File: config.mk
export PLATFORM = sky130hd
export DESIGN_NAME = pc_seq_flat
export DESIGN_NICKNAME = d
export VERILOG_FILES = /design/src/rtl/pc_pkg.sv /design/src/rtl/pc_seq_if.sv /design/src/rtl/br_perf_ctr.sv /design/src/rtl/pc_seq.sv /design/src/flat_wrapper.sv
export SDC_FILE = /design/constraint.sdc
export NUM_CORES = 1
export LEC_CHECK = 0
export CORE_UTILIZATION = 58
export CTS_BUF_LIST = sky130_fd_sc_hd__clkbuf_8
export DETAILED_ROUTE_END_ITERATION = 8
export PLACE_DENSITY_LB_ADDON = 0.3
export SETUP_SLACK_MARGIN = 0.3
export SLEW_MARGIN = 20
export SYNTH_ARGS = -nofsm -noshare
export SYNTH_HDL_FRONTEND = slang
export SYNTH_HIERARCHICAL = 1
export SYNTH_SLANG_ARGS = --single-unit
File: constraint.sdc
create_clock -name clk -period 4.3 [get_ports clk]
set_clock_uncertainty 0.15 [all_clocks]
set_input_delay 0.86 -clock clk [delete_from_list [all_inputs] [get_ports clk]]
set_output_delay 0.86 -clock clk [all_outputs]
set_load 0.01 [all_outputs]
File: src/rtl/pc_pkg.sv
// Shared types and defaults for the program-counter sequencer.
package pc_pkg;

   typedef enum logic [1:0] {
      ST_IDLE = 2'd0,
      ST_RUN  = 2'd1,
      ST_DONE = 2'd2
   } pc_state_e;

   localparam int PC_D_DEFAULT     = 12;
   localparam int PC_START_DEFAULT = 0;
   localparam int BRCNT_W          = 16;

endpackage

File: src/rtl/pc_seq_if.sv
// Host-side bundle of the sequencer: control inputs and PC/status outputs.
// br_cnt exists only when PC_BRCNT_EN is defined.
interface pc_seq_if #(
   parameter int D = pc_pkg::PC_D_DEFAULT
);
   logic         req;
   logic         stall;
   logic         branch_en;
   logic [D-1:0] target;
   logic         halt;
   logic [D-1:0] prog_ctr;
   logic         running;
   logic         done;
   logic         timeout;
`ifdef PC_BRCNT_EN
   logic [15:0]  br_cnt;

   modport master (
      output req, stall, branch_en, target, halt,
      input  prog_ctr, running, done, timeout, br_cnt
   );
   modport slave (
      input  req, stall, branch_en, target, halt,
      output prog_ctr, running, done, timeout, br_cnt
   );
`else
   modport master (
      output req, stall, branch_en, target, halt,
      input  prog_ctr, running, done, timeout
   );
   modport slave (
      input  req, stall, branch_en, target, halt,
      output prog_ctr, running, done, timeout
   );
`endif
endinterface

File: src/rtl/br_perf_ctr.sv
// Saturating event counter with synchronous clear; clear has priority over increment.
module br_perf_ctr #(
   parameter int W = 16
) (
   input  logic         clk,
   input  logic         rst_n,
   input  logic         clr_i,
   input  logic         inc_i,
   output logic [W-1:0] cnt_o
);
   logic [W-1:0] cnt_q, cnt_d;

   always_comb begin
      cnt_d = cnt_q;
      if (clr_i) begin
         cnt_d = '0;
      end else if (inc_i && (cnt_q != '1)) begin
         cnt_d = cnt_q + 1'b1;
      end
   end

   always_ff @(posedge clk or negedge rst_n) begin
      if (!rst_n) begin
         cnt_q <= '0;
      end else begin
         cnt_q <= cnt_d;
      end
   end

   assign cnt_o = cnt_q;
endmodule

File: src/rtl/pc_seq.sv
// Program-counter sequencer: IDLE/RUN/DONE with stall, relative branch, halt and watchdog.
// Optional taken-branch counter enabled by macro PC_BRCNT_EN.
module pc_seq
   import pc_pkg::*;
#(
   parameter int D          = PC_D_DEFAULT,
   parameter int START_ADDR = PC_START_DEFAULT,
   parameter int MAX_CYCLES = 4095
) (
   input  logic     clk,
   input  logic     reset_n,
   pc_seq_if.slave  bus
);
   localparam logic [D-1:0] START_PC = D'(START_ADDR);
   // Expiry fires on the RUN cycle that brings the count up to MAX_CYCLES.
   localparam logic [D-1:0] WD_LAST  = D'(MAX_CYCLES - 1);

   pc_state_e    state_q, state_d;
   logic [D-1:0] pc_q, pc_d;
   logic [D-1:0] cyc_q, cyc_d;
   logic         done_q, done_d;
   logic         timeout_q, timeout_d;
   logic         wd_expire;

   assign wd_expire = (cyc_q == WD_LAST);

   always_comb begin
      state_d   = state_q;
      pc_d      = pc_q;
      cyc_d     = cyc_q;
      done_d    = done_q;
      timeout_d = timeout_q;
      case (state_q)
         ST_IDLE, ST_DONE: begin
            if (bus.req) begin
               state_d   = ST_RUN;
               pc_d      = START_PC;
               cyc_d     = '0;
               done_d    = 1'b0;
               timeout_d = 1'b0;
            end
         end
         ST_RUN: begin
            if (cyc_q != '1) begin
               cyc_d = cyc_q + 1'b1;
            end
            if (bus.halt) begin
               state_d = ST_DONE;
               done_d  = 1'b1;
            end else begin
               if (!bus.stall) begin
                  pc_d = bus.branch_en ? (pc_q + bus.target) : (pc_q + 1'b1);
               end
               if (wd_expire) begin
                  state_d   = ST_DONE;
                  done_d    = 1'b1;
                  timeout_d = 1'b1;
               end
            end
         end
         default: state_d = ST_IDLE;
      endcase
   end

   always_ff @(posedge clk or negedge reset_n) begin
      if (!reset_n) begin
         state_q   <= ST_IDLE;
         pc_q      <= START_PC;
         cyc_q     <= '0;
         done_q    <= 1'b0;
         timeout_q <= 1'b0;
      end else begin
         state_q   <= state_d;
         pc_q      <= pc_d;
         cyc_q     <= cyc_d;
         done_q    <= done_d;
         timeout_q <= timeout_d;
      end
   end

   assign bus.prog_ctr = pc_q;
   assign bus.running  = (state_q == ST_RUN);
   assign bus.done     = done_q;
   assign bus.timeout  = timeout_q;

`ifdef PC_BRCNT_EN
   logic br_clr, br_inc;

   assign br_clr = (state_q != ST_RUN) && bus.req;
   assign br_inc = (state_q == ST_RUN) && bus.branch_en && !bus.stall && !bus.halt;

   br_perf_ctr #(
      .W (BRCNT_W)
   ) u_br_perf_ctr (
      .clk   (clk),
      .rst_n (reset_n),
      .clr_i (br_clr),
      .inc_i (br_inc),
      .cnt_o (bus.br_cnt)
   );
`endif
endmodule

File: src/flat_wrapper.sv
// flat-port wrapper written by rule: the top's interface ports become plain ports
module pc_seq_flat import pc_pkg::*;
#(
   parameter int D          = PC_D_DEFAULT,
   parameter int START_ADDR = PC_START_DEFAULT,
   parameter int MAX_CYCLES = 4095
)
  (clk, reset_n, bus_req, bus_stall, bus_branch_en, bus_target, bus_halt, bus_prog_ctr, bus_running, bus_done, bus_timeout);
  pc_seq_if #(.D(D)) bus_i ();
  input  logic clk;
  input  logic reset_n;
  input wire logic [$bits(bus_i.req)-1:0] bus_req;
  input wire logic [$bits(bus_i.stall)-1:0] bus_stall;
  input wire logic [$bits(bus_i.branch_en)-1:0] bus_branch_en;
  input wire logic [$bits(bus_i.target)-1:0] bus_target;
  input wire logic [$bits(bus_i.halt)-1:0] bus_halt;
  output wire logic [$bits(bus_i.prog_ctr)-1:0] bus_prog_ctr;
  output wire logic [$bits(bus_i.running)-1:0] bus_running;
  output wire logic [$bits(bus_i.done)-1:0] bus_done;
  output wire logic [$bits(bus_i.timeout)-1:0] bus_timeout;
  assign bus_i.req = bus_req;
  assign bus_i.stall = bus_stall;
  assign bus_i.branch_en = bus_branch_en;
  assign bus_i.target = bus_target;
  assign bus_i.halt = bus_halt;
  assign bus_prog_ctr = bus_i.prog_ctr;
  assign bus_running = bus_i.running;
  assign bus_done = bus_i.done;
  assign bus_timeout = bus_i.timeout;
  pc_seq #(.D(D), .START_ADDR(START_ADDR), .MAX_CYCLES(MAX_CYCLES)) u_core (.clk(clk), .reset_n(reset_n), .bus(bus_i));
endmodule
==> results.cfg <==
[run_status]
status = complete, but fails checks
violations = DRC

[placed_design]
gp_congestion = 0.974
port_buffers = 32
hpwl_mm = 3.00
dp_cells = 252

[floorplan]
die-area_um2 = 3360
die_w_um = 58.0
start_util = 0.638
die_y_um = 58.0
coreArea_um2 = 2850
rows = 19
pin_count = 33

[global_route]
grt_first_pass_wirelength_mm = 6.82
antenna_found_initial = 0
track_usage = 0.265
grt_pass1_vias = 1542
grt.overflow.total = 0
grt_max_degree = 29

[worst_setup_path]
cp_max_fo = 12
required_ns = 4.31
worstSetupPathType = in2reg
arrival_ns = 3.28
ff2ff_path_depth = 8
worstSetupEndpointType = flop
cp-start-kind = input port

[logic_synthesis]
synth_compound_area_frac = 0.165
syn_inst = 193
synth_xor_area_frac = 0.0867
synth_seq_area_share = 0.385
synth-adder-area-share = 0.100
synth_flop_cell = dfrtp_1
synth-edff-count = 0
ys_seq_elements = 28
synth_area_um2 = 1820
yosys-top-cells-area = dfrtp_1 (39%), ha_1 (8.9%), xnor2_1 (4.8%)
yosysWarnings = 6
synth_top_area_share = 0.385
syn_area_per_cell_um2 = 9.43
async_reset_ff_frac = 1.00
synthSimpleGateAreaFrac = 0.221
synth.distinct_cells = 44
yosys.area.top_type = dfrtp_1
synthesis.nets = 225
synthMuxAreaShare = 0.0165
synth_top_family_by_area = simple AND/OR/NAND/NOR gates

[drt]
drt-total-wl_mm = 4.04
routed-via-count = 1508
drcViolationCount = 3
top_layer = met4
firstDrtPassIters = 6
route.met2.wl_mm = 1.83
route.antenna.remaining_nets = 0
via_per_inst = 5.89
drt-met1-wl_mm = 1.94
dr_wl_met3_um = 190
drt_iter0_markers = 73
wl_per_cell_um = 15.8

[final_layout]
n_fill_cell = 202
drive_above_1_share = 0.0622
synthToLayoutAreaGrowth_pct = 22.6
n_antenna_cell = 0
final_cell_mix = clkdlybuf4s50_1 (32), dfrtp_1 (28), nand2_1 (21)
final_cell_count_no_fill = 256
postLayoutCoreUtil = 0.782
mostFrequentLayoutCell = clkdlybuf4s50_1
nNetsFinal = 258

[clock_tree]
path_clk_slew_ns = 0.10
cts_tree = yes
root_buffer = clkbuf_8
post-cts-setup-buffers = 0
cts_resized = 0
postCtsHoldBufs = 0
numCtsBuffers = 3
clkLatencyLatePin_ns = 0.28
cts.htree.levels = 1
cts.sinks = 28
clock_path_buffers = 2

[timing]
slew_viol_final = 0
fmax_mhz = 306
fin_crit_ns = 3.27
hold_ws_ns = 0.332
tightest_slew_ns = 0.802
slew-limit-headroom = 0.463
period_share = 0.761
grt_setup_unrepaired = no
finalSetupTns_ns = 0
setup_viol = 0
hold_viol = 0

[min_path]
min_path_cells = 1
hold_path_class = reg2reg

[power_and_ir_drop]
ir_worst_vdd_mv = 0.222
p_leak_uw = 0.00101
power_density_nw_per_um2 = 388

[run]
maxCapViolCount = 0
## area by class of cell
type | instances | area (um^2) | area share
multi-input combinational | 156 | 1070 | 0.481
sequential | 28 | 701 | 0.314
timing repair buffer | 33 | 328 | 0.147
clock buffer | 3 | 41.3 | 0.0185
tap | 31 | 38.8 | 0.0174
clock inverter | 1 | 30.0 | 0.0135
inverter | 4 | 20.0 | 0.00897
## routing by layer
layer  track usage  vias up
met5             0        -
met4         0.102        0
met3        0.0446        9
met2         0.425       41
met1         0.363      711
li1              -      747
## final timing paths
path / start / end / slack (ns)
hold reg to reg: u_core/state_q[1] / u_core/state_q[1] / 0.33
hold / removal: u_core/state_q[1] / u_core/state_q[1] / 0.33
min in group asynchronous: reset_n / u_core/cyc_q[9] / 0.81
setup reg to reg: u_core/bus.prog_ctr[0] / u_core/bus.prog_ctr[8] / 1.97
max in group asynchronous: reset_n / u_core/bus.prog_ctr[10] / 2.93
setup / recovery: bus_branch_en / u_core/bus.prog_ctr[8] / 1.03
## synthesized netlist by cell type (all sizes together) (2+ instances only)
master and n:
dfrtp 28, nand2 21, nor2 20, o21ai 14
ha 13, and2 10, xnor2 10, nand3 8
xor2 8, a21oi 7, a21o 5, clkbuf 4
a31oi 3, and3 3, and4 3, inv 3
mux2i 3, nand2b 3, nand4 3, or3 3
nor3 2, o21bai 2, o31ai 2
## worst max-delay path, cell delays in order
cell and delay (ns):
clkdlybuf4s50_1 0.69, nand2b_1 0.10, ha_1 0.22, fa_1 0.42, a21oi_1 0.19, o21ai_0 0.09, a21oi_1 0.31, o21bai_1 0.15
xnor2_1 0.16, o21ai_0 0.09
## state kept, by name, indices dropped and copies added, names as in the netlist
register             cells
u_core/bus.timeout       1
u_core/state_q           2
u_core/bus.done          1
u_core/cyc_q            12
u_core/bus.prog_ctr     12
## cells by family after synthesis
logic type,after synthesis
xor gates and xnor gates,18
muxes,3
and+or+nand+nor,78
DFF,28
buffers and inverters,9
adders and majority gates,14
AOI/OAI and AO/OA,43
## power breakdown
group | internal [uW] | leakage (uW) | switching [uW]
sequential | 306 | 0.000379 | 49.4
clock | 125 | 0.0000357 | 84.1
combinational | 149 | 0.000594 | 152
## per-stage QoR
step	power (uW)	setup slack, ns	cell area [um^2]
2_1_floorplan	540	1.65	1820
3_3_place_gp	643	0.896	2160
3_5_place_dp	660	0.770	2160
4_1_cts	869	1.06	2230
5_1_grt	921	0.849	2230
6_report	866	1.03	2230
No activity file was read; power rests on OpenSTA's default activity.
